===== src/rtl/uart_frame_parser_if.sv =====
// rtl/uart_frame_parser_if.sv - FIFO read port and payload stream bundle for uart_frame_parser
//
// Groups the two handshake buses of the frame parser:
//   FIFO read side : fifo_empty, fifo_rd_en, fifo_dout, fifo_valid
//   payload stream : out_data, out_valid, out_ready, out_last, out_len
// master = parser view, slave = environment (FIFO + downstream) view.

interface uart_frame_parser_if;
  logic       fifo_empty;
  logic       fifo_rd_en;
  logic [7:0] fifo_dout;
  logic       fifo_valid;
  logic [7:0] out_data;
  logic       out_valid;
  logic       out_ready;
  logic       out_last;
  logic [7:0] out_len;

  modport master (
    input  fifo_empty, fifo_dout, fifo_valid, out_ready,
    output fifo_rd_en, out_data, out_valid, out_last, out_len
  );

  modport slave (
    output fifo_empty, fifo_dout, fifo_valid, out_ready,
    input  fifo_rd_en, out_data, out_valid, out_last, out_len
  );
endinterface


===== src/rtl/uart_frame_parser.sv =====
// rtl/uart_frame_parser.sv - SOF/LEN/payload/CHK frame parser behind the UART receive FIFO
//
// Ports:
//   clk, rst_n        clock, asynchronous active-low reset
//   bus (master)      FIFO read handshake and buffered payload stream
//   status_valid      one-cycle pulse per frame outcome
//   status_code       0 OK, 1 bad LEN, 2 bad CHK, 3 timeout
//   ok_count          saturating count of good frames
//   err_count         saturating count of rejected frames

module uart_frame_parser #(
  parameter int unsigned CLK_IN        = 0,
  parameter int unsigned BAUD          = 0,
  parameter int unsigned MAX_LEN       = 64,
  parameter logic [7:0]  SOF_BYTE      = 8'hA5,
  parameter int unsigned TIMEOUT_CHARS = 4
) (
  input  logic                   clk,
  input  logic                   rst_n,
  uart_frame_parser_if.master    bus,
  output logic                   status_valid,
  output logic [1:0]             status_code,
  output logic [15:0]            ok_count,
  output logic [15:0]            err_count
);

  localparam int unsigned IW    = $clog2(MAX_LEN + 1);
  localparam int unsigned AW    = (MAX_LEN > 1) ? $clog2(MAX_LEN) : 1;
  localparam int unsigned DEPTH = 1 << AW;

  // Timeout in clock cycles; a zero result (e.g. BAUD left at 0) disables the timeout.
  localparam logic [63:0] TMO_CALC  = (BAUD == 0) ? 64'd0 :
                                      (64'(TIMEOUT_CHARS) * 64'd10 * 64'(CLK_IN)) / 64'(BAUD);
  localparam logic [31:0] TMO_LIMIT = (TMO_CALC > 64'h0000_0000_FFFF_FFFF) ? 32'hFFFF_FFFF
                                                                           : TMO_CALC[31:0];
  localparam bit          TMO_EN    = (TMO_LIMIT != 32'd0);

  localparam logic [1:0] ST_OK     = 2'd0;
  localparam logic [1:0] ST_BADLEN = 2'd1;
  localparam logic [1:0] ST_BADCHK = 2'd2;
  localparam logic [1:0] ST_TMO    = 2'd3;

  typedef enum logic [2:0] {S_HUNT, S_LEN, S_PAYLOAD, S_CHK, S_EMIT} state_t;

  state_t          state, state_nx;
  logic            rd_en_q, rd_pend;
  logic [7:0]      len_q, sum_q;
  logic [IW-1:0]   idx_q, rd_idx_q;
  logic [31:0]     tmo_cnt;
  logic [15:0]     ok_cnt_q, err_cnt_q;
  logic [7:0]      buf_mem [DEPTH];

  logic            consume, in_frame, tmo_fire, bad_len, pl_last, emit_last, xfer, rd_issue;
  logic            ev_ok, ev_badlen, ev_badchk, ev_tmo, ev_err;
  logic [7:0]      byte_in;

  // A byte counts only when it answers our own outstanding read.
  assign byte_in   = bus.fifo_dout;
  assign consume   = rd_pend && bus.fifo_valid;
  assign in_frame  = (state == S_LEN) || (state == S_PAYLOAD) || (state == S_CHK);
  // A byte arriving in the expiry cycle wins over the timeout.
  assign tmo_fire  = TMO_EN && in_frame && !consume && (tmo_cnt >= TMO_LIMIT);
  assign bad_len   = (byte_in == 8'd0) || (byte_in > 8'(MAX_LEN));
  assign pl_last   = (8'(idx_q) == len_q - 8'd1);
  assign emit_last = (8'(rd_idx_q) == len_q - 8'd1);
  assign xfer      = (state == S_EMIT) && bus.out_ready;
  assign rd_issue  = !bus.fifo_empty && !rd_pend && (state != S_EMIT);
  assign ev_err    = ev_badlen || ev_badchk || ev_tmo;
  assign ok_count  = ok_cnt_q;
  assign err_count = err_cnt_q;

  // State register
  always_ff @(posedge clk or negedge rst_n) begin
    if (!rst_n) state <= S_HUNT;
    else        state <= state_nx;
  end

  // Next-state logic
  always_comb begin
    state_nx = state;
    case (state)
      S_HUNT:    if (consume && byte_in == SOF_BYTE) state_nx = S_LEN;
      S_LEN:     if (consume)  state_nx = bad_len ? S_HUNT : S_PAYLOAD;
                 else if (tmo_fire) state_nx = S_HUNT;
      S_PAYLOAD: if (consume && pl_last) state_nx = S_CHK;
                 else if (tmo_fire) state_nx = S_HUNT;
      S_CHK:     if (consume)  state_nx = (byte_in == sum_q) ? S_EMIT : S_HUNT;
                 else if (tmo_fire) state_nx = S_HUNT;
      S_EMIT:    if (xfer && emit_last) state_nx = S_HUNT;
      default:   state_nx = S_HUNT;
    endcase
  end

  // Outputs and frame outcome events
  always_comb begin
    bus.fifo_rd_en = rd_en_q;
    bus.out_valid  = 1'b0;
    bus.out_data   = 8'd0;
    bus.out_last   = 1'b0;
    bus.out_len    = 8'd0;
    ev_ok          = 1'b0;
    ev_badlen      = 1'b0;
    ev_badchk      = 1'b0;
    ev_tmo         = 1'b0;
    case (state)
      S_LEN: begin
        ev_badlen = consume && bad_len;
        ev_tmo    = tmo_fire;
      end
      S_PAYLOAD: ev_tmo = tmo_fire;
      S_CHK: begin
        ev_badchk = consume && (byte_in != sum_q);
        ev_tmo    = tmo_fire;
      end
      S_EMIT: begin
        bus.out_valid = 1'b1;
        bus.out_data  = buf_mem[rd_idx_q[AW-1:0]];
        bus.out_last  = emit_last;
        bus.out_len   = len_q;
        ev_ok         = xfer && emit_last;
      end
      default: ;
    endcase
  end

  // Datapath, read handshake, status and counters
  always_ff @(posedge clk or negedge rst_n) begin
    if (!rst_n) begin
      rd_en_q      <= 1'b0;
      rd_pend      <= 1'b0;
      len_q        <= 8'd0;
      sum_q        <= 8'd0;
      idx_q        <= '0;
      rd_idx_q     <= '0;
      tmo_cnt      <= 32'd0;
      status_valid <= 1'b0;
      status_code  <= 2'd0;
      ok_cnt_q     <= 16'd0;
      err_cnt_q    <= 16'd0;
    end else begin
      rd_en_q <= rd_issue;
      if (rd_issue)     rd_pend <= 1'b1;
      else if (consume) rd_pend <= 1'b0;

      if (consume || !in_frame) tmo_cnt <= 32'd0;
      else                      tmo_cnt <= tmo_cnt + 32'd1;

      if (consume) begin
        case (state)
          S_LEN: begin
            len_q <= byte_in;
            sum_q <= byte_in;
            idx_q <= '0;
          end
          S_PAYLOAD: begin
            sum_q <= sum_q + byte_in;
            idx_q <= idx_q + 1'b1;
          end
          S_CHK:   rd_idx_q <= '0;
          default: ;
        endcase
      end
      if (xfer) rd_idx_q <= rd_idx_q + 1'b1;

      status_valid <= ev_ok || ev_err;
      status_code  <= ev_tmo ? ST_TMO : ev_badchk ? ST_BADCHK : ev_badlen ? ST_BADLEN : ST_OK;
      if (ev_ok  && ok_cnt_q  != 16'hFFFF) ok_cnt_q  <= ok_cnt_q + 16'd1;
      if (ev_err && err_cnt_q != 16'hFFFF) err_cnt_q <= err_cnt_q + 16'd1;
    end
  end

  // Payload buffer; contents are irrelevant after reset so it carries none.
  always_ff @(posedge clk) begin
    if (consume && state == S_PAYLOAD) buf_mem[idx_q[AW-1:0]] <= byte_in;
  end

endmodule


===== src/flat_wrapper.sv =====
// flat-port wrapper written by rule: the top's interface ports become plain ports
module uart_frame_parser_flat 
#(
  parameter int unsigned CLK_IN        = 0,
  parameter int unsigned BAUD          = 0,
  parameter int unsigned MAX_LEN       = 64,
  parameter logic [7:0]  SOF_BYTE      = 8'hA5,
  parameter int unsigned TIMEOUT_CHARS = 4
)
  (clk, rst_n, status_valid, status_code, ok_count, err_count, bus_fifo_empty, bus_fifo_dout, bus_fifo_valid, bus_out_ready, bus_fifo_rd_en, bus_out_data, bus_out_valid, bus_out_last, bus_out_len);
  uart_frame_parser_if bus_i ();
  input  logic clk;
  input  logic rst_n;
  output logic status_valid;
  output logic [1:0] status_code;
  output logic [15:0] ok_count;
  output logic [15:0] err_count;
  input wire logic [$bits(bus_i.fifo_empty)-1:0] bus_fifo_empty;
  input wire logic [$bits(bus_i.fifo_dout)-1:0] bus_fifo_dout;
  input wire logic [$bits(bus_i.fifo_valid)-1:0] bus_fifo_valid;
  input wire logic [$bits(bus_i.out_ready)-1:0] bus_out_ready;
  output wire logic [$bits(bus_i.fifo_rd_en)-1:0] bus_fifo_rd_en;
  output wire logic [$bits(bus_i.out_data)-1:0] bus_out_data;
  output wire logic [$bits(bus_i.out_valid)-1:0] bus_out_valid;
  output wire logic [$bits(bus_i.out_last)-1:0] bus_out_last;
  output wire logic [$bits(bus_i.out_len)-1:0] bus_out_len;
  assign bus_i.fifo_empty = bus_fifo_empty;
  assign bus_i.fifo_dout = bus_fifo_dout;
  assign bus_i.fifo_valid = bus_fifo_valid;
  assign bus_i.out_ready = bus_out_ready;
  assign bus_fifo_rd_en = bus_i.fifo_rd_en;
  assign bus_out_data = bus_i.out_data;
  assign bus_out_valid = bus_i.out_valid;
  assign bus_out_last = bus_i.out_last;
  assign bus_out_len = bus_i.out_len;
  uart_frame_parser #(.CLK_IN(CLK_IN), .BAUD(BAUD), .MAX_LEN(MAX_LEN), .SOF_BYTE(SOF_BYTE), .TIMEOUT_CHARS(TIMEOUT_CHARS)) u_core (.clk(clk), .rst_n(rst_n), .bus(bus_i), .status_valid(status_valid), .status_code(status_code), .ok_count(ok_count), .err_count(err_count));
endmodule

===== config.mk =====
export PLATFORM = sky130hd
export DESIGN_NAME = uart_frame_parser_flat
export DESIGN_NICKNAME = d
export VERILOG_FILES = /design/src/rtl/uart_frame_parser_if.sv /design/src/rtl/uart_frame_parser.sv /design/src/flat_wrapper.sv
export SDC_FILE = /design/constraint.sdc
export NUM_CORES = 1
export LEC_CHECK = 0
export CORE_UTILIZATION = 55
export CTS_CLUSTER_DIAMETER = 200
export CTS_CLUSTER_SIZE = 8
export DETAILED_ROUTE_END_ITERATION = 7
export PLACE_DENSITY = 0.75
export REMOVE_ABC_BUFFERS = 1
export SYNTH_ARGS = -nofsm -noshare
export SYNTH_HDL_FRONTEND = slang
export SYNTH_SLANG_ARGS = --single-unit

===== constraint.sdc =====
create_clock -name clk -period 2.8 [get_ports clk]
set_clock_uncertainty 0.05 [all_clocks]
set_input_delay 0.28 -clock clk [delete_from_list [all_inputs] [get_ports clk]]
set_output_delay 0.28 -clock clk [all_outputs]
set_load 0.01 [all_outputs]

# After elaboration in Yosys (flattened, before gate mapping)

Memory sizes are Yosys's and may differ from the RTL's.
Index checks and enable logic that the tools add are counted.

Output and inout port bits: 54
ROM bits: 0
Latch bits: 0
Memories kept: 1
Bits in writable memories: 512
Input port bits: 13
Register bits: 70

Divide/modulo/power cells: 0
Shift-type cells: 0
Bitwise operators: 0
$add $sub $neg: 6
Multiplexer cells: 26
Reduce and logical (&&, ||, !) cells: 27
Multiply operators: 0
Magnitude comparators: 1
Equality and inequality tests: 17

Memory list:

| memory         | depth | width | read ports | clocked after memory_dff | wr ports | line                    | source |
|---|---|---|---|---|---|---|---|
| u_core.buf_mem | 64    | 8     | 1          | 0                        | 1        | uart_frame_parser.sv:51 | `logic [7:0] buf_mem [DEPTH];` |

Operator list:

| cell                                                                            | number |
|---|---|
| 16-bit by 1-bit adder with 16-bit output, second input constant                 | 2 |
| 16-bit != test, second input constant                                           | 2 |
| 7-bit 2-to-1 mux                                                                | 3 |
| 3-bit 2-to-1 mux                                                                | 6 |
| 7-bit by 8-bit == test with 1-bit output                                        | 2 |
| 8-bit 2-to-1 mux                                                                | 2 |
| 8-bit case mux with 2 select lines                                              | 1 |
| 3-bit case mux with 5 select lines                                              | 1 |
| 7-bit by 1-bit adder with 7-bit output, second input constant                   | 2 |
| 7-bit case mux with 2 select lines                                              | 1 |
| 1-bit logical AND                                                               | 12 |
| 1-bit 2-to-1 mux                                                                | 10 |
| 8-bit adder                                                                     | 1 |
| 8-bit == test                                                                   | 1 |
| 8-bit == test, second input constant                                            | 1 |
| 8-bit by 7-bit greater-than comparator with 1-bit output, second input constant | 1 |
| 8-bit logical NOT                                                               | 1 |
| 8-bit != test                                                                   | 1 |
| 2-bit nonzero test                                                              | 4 |
| 8-bit by 1-bit subtractor with 8-bit output, second input constant              | 1 |
| 3-bit by 2-bit == test with 1-bit output, second input constant                 | 2 |
| 2-bit by 1-bit != test with 1-bit output, second input constant                 | 3 |
| 2-bit AND reduction                                                             | 3 |
| 5-bit AND reduction                                                             | 1 |
| other kinds (8)                                                                 | 13 |

# Longest topological paths before layout

Depth after elaboration: 6
Depth in mapped cells: 11
Gate-level depth less buffers: 10

# Worst setup path after synthesis

Ideal clock, no wire load.

Path kind: flip-flop to output port
Start: register u_core.rd_idx_q[0]
End: output port bus_out_data[0]
Stages on the path, launching flop included: 8
Buffers on the path: 3
Slack: 0.073 ns
Data arrival time: 2.397 ns
Path through: dfrtp_1 -> clkbuf_1 -> buf_2 -> buf_2 -> mux4_2 -> mux4_2 -> a22oi_1 -> nand2_1

Longest elaborated chain between the ends: 2

Ends and longest elaborated chain:

| element                | line                     | source |
|---|---|---|
| from (decl)            | uart_frame_parser.sv:48  | `logic [IW-1:0] idx_q, rd_idx_q;` |
| from (signal assigned) | uart_frame_parser.sv:163 | `if (xfer) rd_idx_q <= rd_idx_q + 1'b1;` |
| memory read 64 x 8 bit | --                       |  |
| 8-bit 2-to-1 mux       | uart_frame_parser.sv:105 | `case (state)` |
| to (decl)              | flat_wrapper.sv:23       | `output wire logic [$bits(bus_i.out_data)-1:0] bus_out_data;` |

No other way between the ends.

# Worst setup path in the final report

Start: register u_core.rd_idx_q[0]
End: output port bus_out_data[4]

The elaborated chain is that of the path after synthesis.

==> results by group <==
Clocking
  • CTS tree: done
  • Max H-tree Level: 3
  • Clock Latency Late Sink: 0.61 ns
  • CTS root buf: clkbuf_16
  • TritonCTS Buffers: 82
  • Clk buf depth: 3
  • TritonCTS Sinks: 582
  • Clk slew on worst S/H paths: 0.06 ns

Die
  • Die Y: 211 µm
  • CORE AREA: 43000 µm²
  • Starting density of the core: 55.7%
  • Number of I/O pins: 67
  • Die area: 44400 µm²
  • Row count: 76
  • Die X-Extent: 211 µm

Timing
  • Max-slew violations: 0
  • Fin Hold WS: 0.0227 ns
  • Max Fclk: 287 MHz
  • Unrepaired setup endpoints after global routing: yes
  • Setup_tns: -5.00 ns
  • Final hold violation count: 0
  • Fin crit period: 3.48 ns
  • Slew HR: 48.4%
  • Setup ws final: -0.682 ns
  • Tcrit/Tclk final: 124%
  • Final Setup Violations: 9
  • Least-Margin Pin Slew: 0.774 ns

GRT
  • First-pass GRT wire length: 90400 µm
  • Largest net degree at the start of global routing: 69
  • Initial antenna violation count: 2
  • GRT overflow: 0
  • GRT Total Usage: 28.2%
  • Vias in the first global route: 14600

Status
  • Outcome: finished with violations
  • Violated checks: negative setup slack

Drt
  • DR pass1 iterations: 7
  • Wire per inst: 27.2 µm
  • First DRT Iteration DRCs: 1685
  • Drt drc: 0
  • WL final: 60700 µm
  • Vias: 14100
  • Detail Route Antenna Nets: 0
  • Vias per inst: 6.34

Layout
  • Layout cell share with drive strength beyond 1: 32.3%
  • Commonest non-fill, non-tap cell in the layout: edfxtp_1
  • Fin nets: 1641
  • Final Util: 68.8%
  • P&R area growth vs syn: 23.4%
  • Most frequent cells in the layout: edfxtp_1, buf_4, mux4_2, nor2_1, clkbuf_16
  • Final Instance Area: 29500 µm²

Logic synthesis
  • Post-synth EDFFs: 512
  • Yosys cell types: 66
  • Post-synth top area share: 64.2%
  • Cell taking the most area after synthesis: edfxtp_1
  • Asr flop ratio synth: 12.0%
  • Synth area leaders: edfxtp_1, mux4_2, dfrtp_1, nor2_1, xnor2_1
  • Syn Area/Cell: 18.2 µm²
  • Sequential share of the synthesized area: 71.5%
  • Synth warn: 0
  • Synth Instances: 1312
  • Mapped Area: 23900 µm²
  • Most used DFF post-synth: edfxtp_1
  • #FFs+latches synth: 582

Setup path
  • Crit path kind: reg2out
  • Arr. time, crit path: 3.15 ns
  • CP Data Required Time: 2.47 ns
  • Reg-to-reg endpoint: u_core.buf_mem[30][6]$_DFFE_PP_
  • Cells on worst reg2reg path: 8
  • CP Launch Point: u_core.rd_idx_q[0]$_DFFE_PN0P_
  • Startpoint Class: flop
  • Crit path max fanout: 5
  • Worst R2R Start: u_core.state[0]$_DFFE_PN0P_
  • CP endpoint kind: output port
  • R2R Setup Slk: 0.08 ns

Pwr
  • Seq pwr share: 49.3%
  • Sw Ratio: 21.7%
  • Switching pwr: 4.23 mW
  • Power, Total: 19.5 mW
  • Clock power frac: 45.5%
  • Leakage: 10.0 nW
  • Power per Cell Area: 661 nW/µm²
  • Comb pwr share: 5.2%
  • Int Pwr: 15.3 mW
  • Peak VDD IR: 0.000482 V

Placed design
  • Placed cell areas: 26600 µm²
  • Placer Congestion: 0.849
  • Port bufs: 66
  • HPWL after detailed placement: 35500 µm

Min path
  • Hold depth: 3
  • Hold Path End: u_core.len_q[4]$_DFFE_PN0P_
  • Hold path start: bus_fifo_dout[4]
  • HP Class: in2reg

Run
  • # Max-Cap Violations: 0
[how the worst max path moves through the flow]
stage | to | cells past startpoint | slack (ns)
global route | bus_out_data[4] | 10 | -0.73
finish | bus_out_data[4] | 9 | -0.68
global placement | bus_out_data[5] | 8 | -0.41
detailed placement | bus_out_data[5] | 8 | -0.45
CTS | bus_out_data[4] | 9 | -0.71
floorplan | bus_out_data[1] | 5 | -4.04
[per-stage QoR]
stage | std cells | setup slack (ns)
global placement | 2078 | -0.406
global route | 2230 | -0.729
finish | 2231 | -0.682
CTS | 2222 | -0.709
floorplan | 1243 | -4.04
detailed placement | 2078 | -0.449
[layer usage]
layer  track usage, %  wire length, µm  vias up
li1                 -                -     5858
met1             38.9            23800     7312
met2             44.8            29500      826
met3             5.19             5190      144
met4             11.6             2200        2
met5                0                5        -
[cell type report]
| cell class | count | area [µm²] |
|---|---|---|
| Sequential cell | 582 | 17100 |
| Fill cell | 2708 | 13400 |
| Multi-Input combinational cell | 648 | 6710 |
| Timing Repair Buffer | 288 | 2640 |
| Clock buffer | 108 | 2160 |
| Tap cell | 585 | 732 |
| Clock inverter | 6 | 121 |
| Inverter | 13 | 48.8 |
| Antenna cell | 1 | 2.50 |
[logic make-up (layout without fill, tap and decap cells)]
family | Yosys count | count (layout) | synth area share [%]
flip-flops | 582 | 582 | 71.5
adder cells (fa/ha/maj) | 13 | 13 | 0.711
buffers and inverters | 82 | 415 | 1.49
AND/OR/NAND/NOR | 313 | 313 | 6.63
multiplexers | 164 | 164 | 14.8
other | 0 | 1 | 0
XOR/XNOR | 49 | 49 | 1.79
AO/OA/AOI/OAI | 109 | 109 | 3.04
[power groups by stage]
stage | Combinational (mW) | Clock, mW | Sequential [mW]
6_report | 1.01 | 8.89 | 9.64
4_1_cts | 0.960 | 8.98 | 9.63
5_1_grt | 1.10 | 9.33 | 9.64
2_1_floorplan | 0.486 | 0 | 9.82
3_5_place_dp | 0.924 | 0 | 9.79
3_3_place_gp | 0.895 | 0 | 9.79
[critical path, cell delays in order, from the launching register on]
cell,delay [ns]
dfrtp_4,0.50
buf_12,0.16
bufbuf_16,0.27
buf_4,0.13
mux4_2,0.43
mux4_2,0.48
nor2b_4,0.16
o21ai_2,0.19
nand2_2,0.11
buf_6,0.13
[flip-flops by register name (all words and copies together) (netlist names)]
name,cells
u_core.rd_pend,1
u_core.buf_mem,512
u_core.err_count,16
u_core.bus.fifo_rd_en,1
u_core.rd_idx_q,7
u_core.len_q,8
u_core.status_code,2
u_core.state,3
u_core.status_valid,1
u_core.sum_q,8
u_core.idx_q,7
u_core.ok_count,16
[timing repair]
| action | in CTS | in global routing |
|---|---|---|
| pin swaps | 14 | 8 |
| gates resized for setup | 87 | 24 |
| gates cloned | 1 | 0 |
| hold buffers | 3 | 0 |
| endpoints found under the setup margin | 9 | 12 |
| setup buffers | 27 | 9 |
| endpoints found under the hold margin | 26 | 0 |
[cell usage after synthesis, types with 10 or more instances]
cell / n
buf_1: 10
xor2_1: 17
a21oi_1: 17
a22oi_1: 10
nand2b_1: 11
nand3_1: 27
and2_1: 12
buf_2: 26
dfrtp_1: 70
nand4_1: 18
ha_1: 12
nor2b_1: 18
a211oi_1: 10
mux4_2: 152
nor3_1: 19
xnor2_1: 32
nor2_1: 91
and3_1: 12
o21ai_0: 28
inv_1: 13
clkbuf_1: 30
nand2_1: 65
edfxtp_1: 512
(Power assumes the default switching activity.)
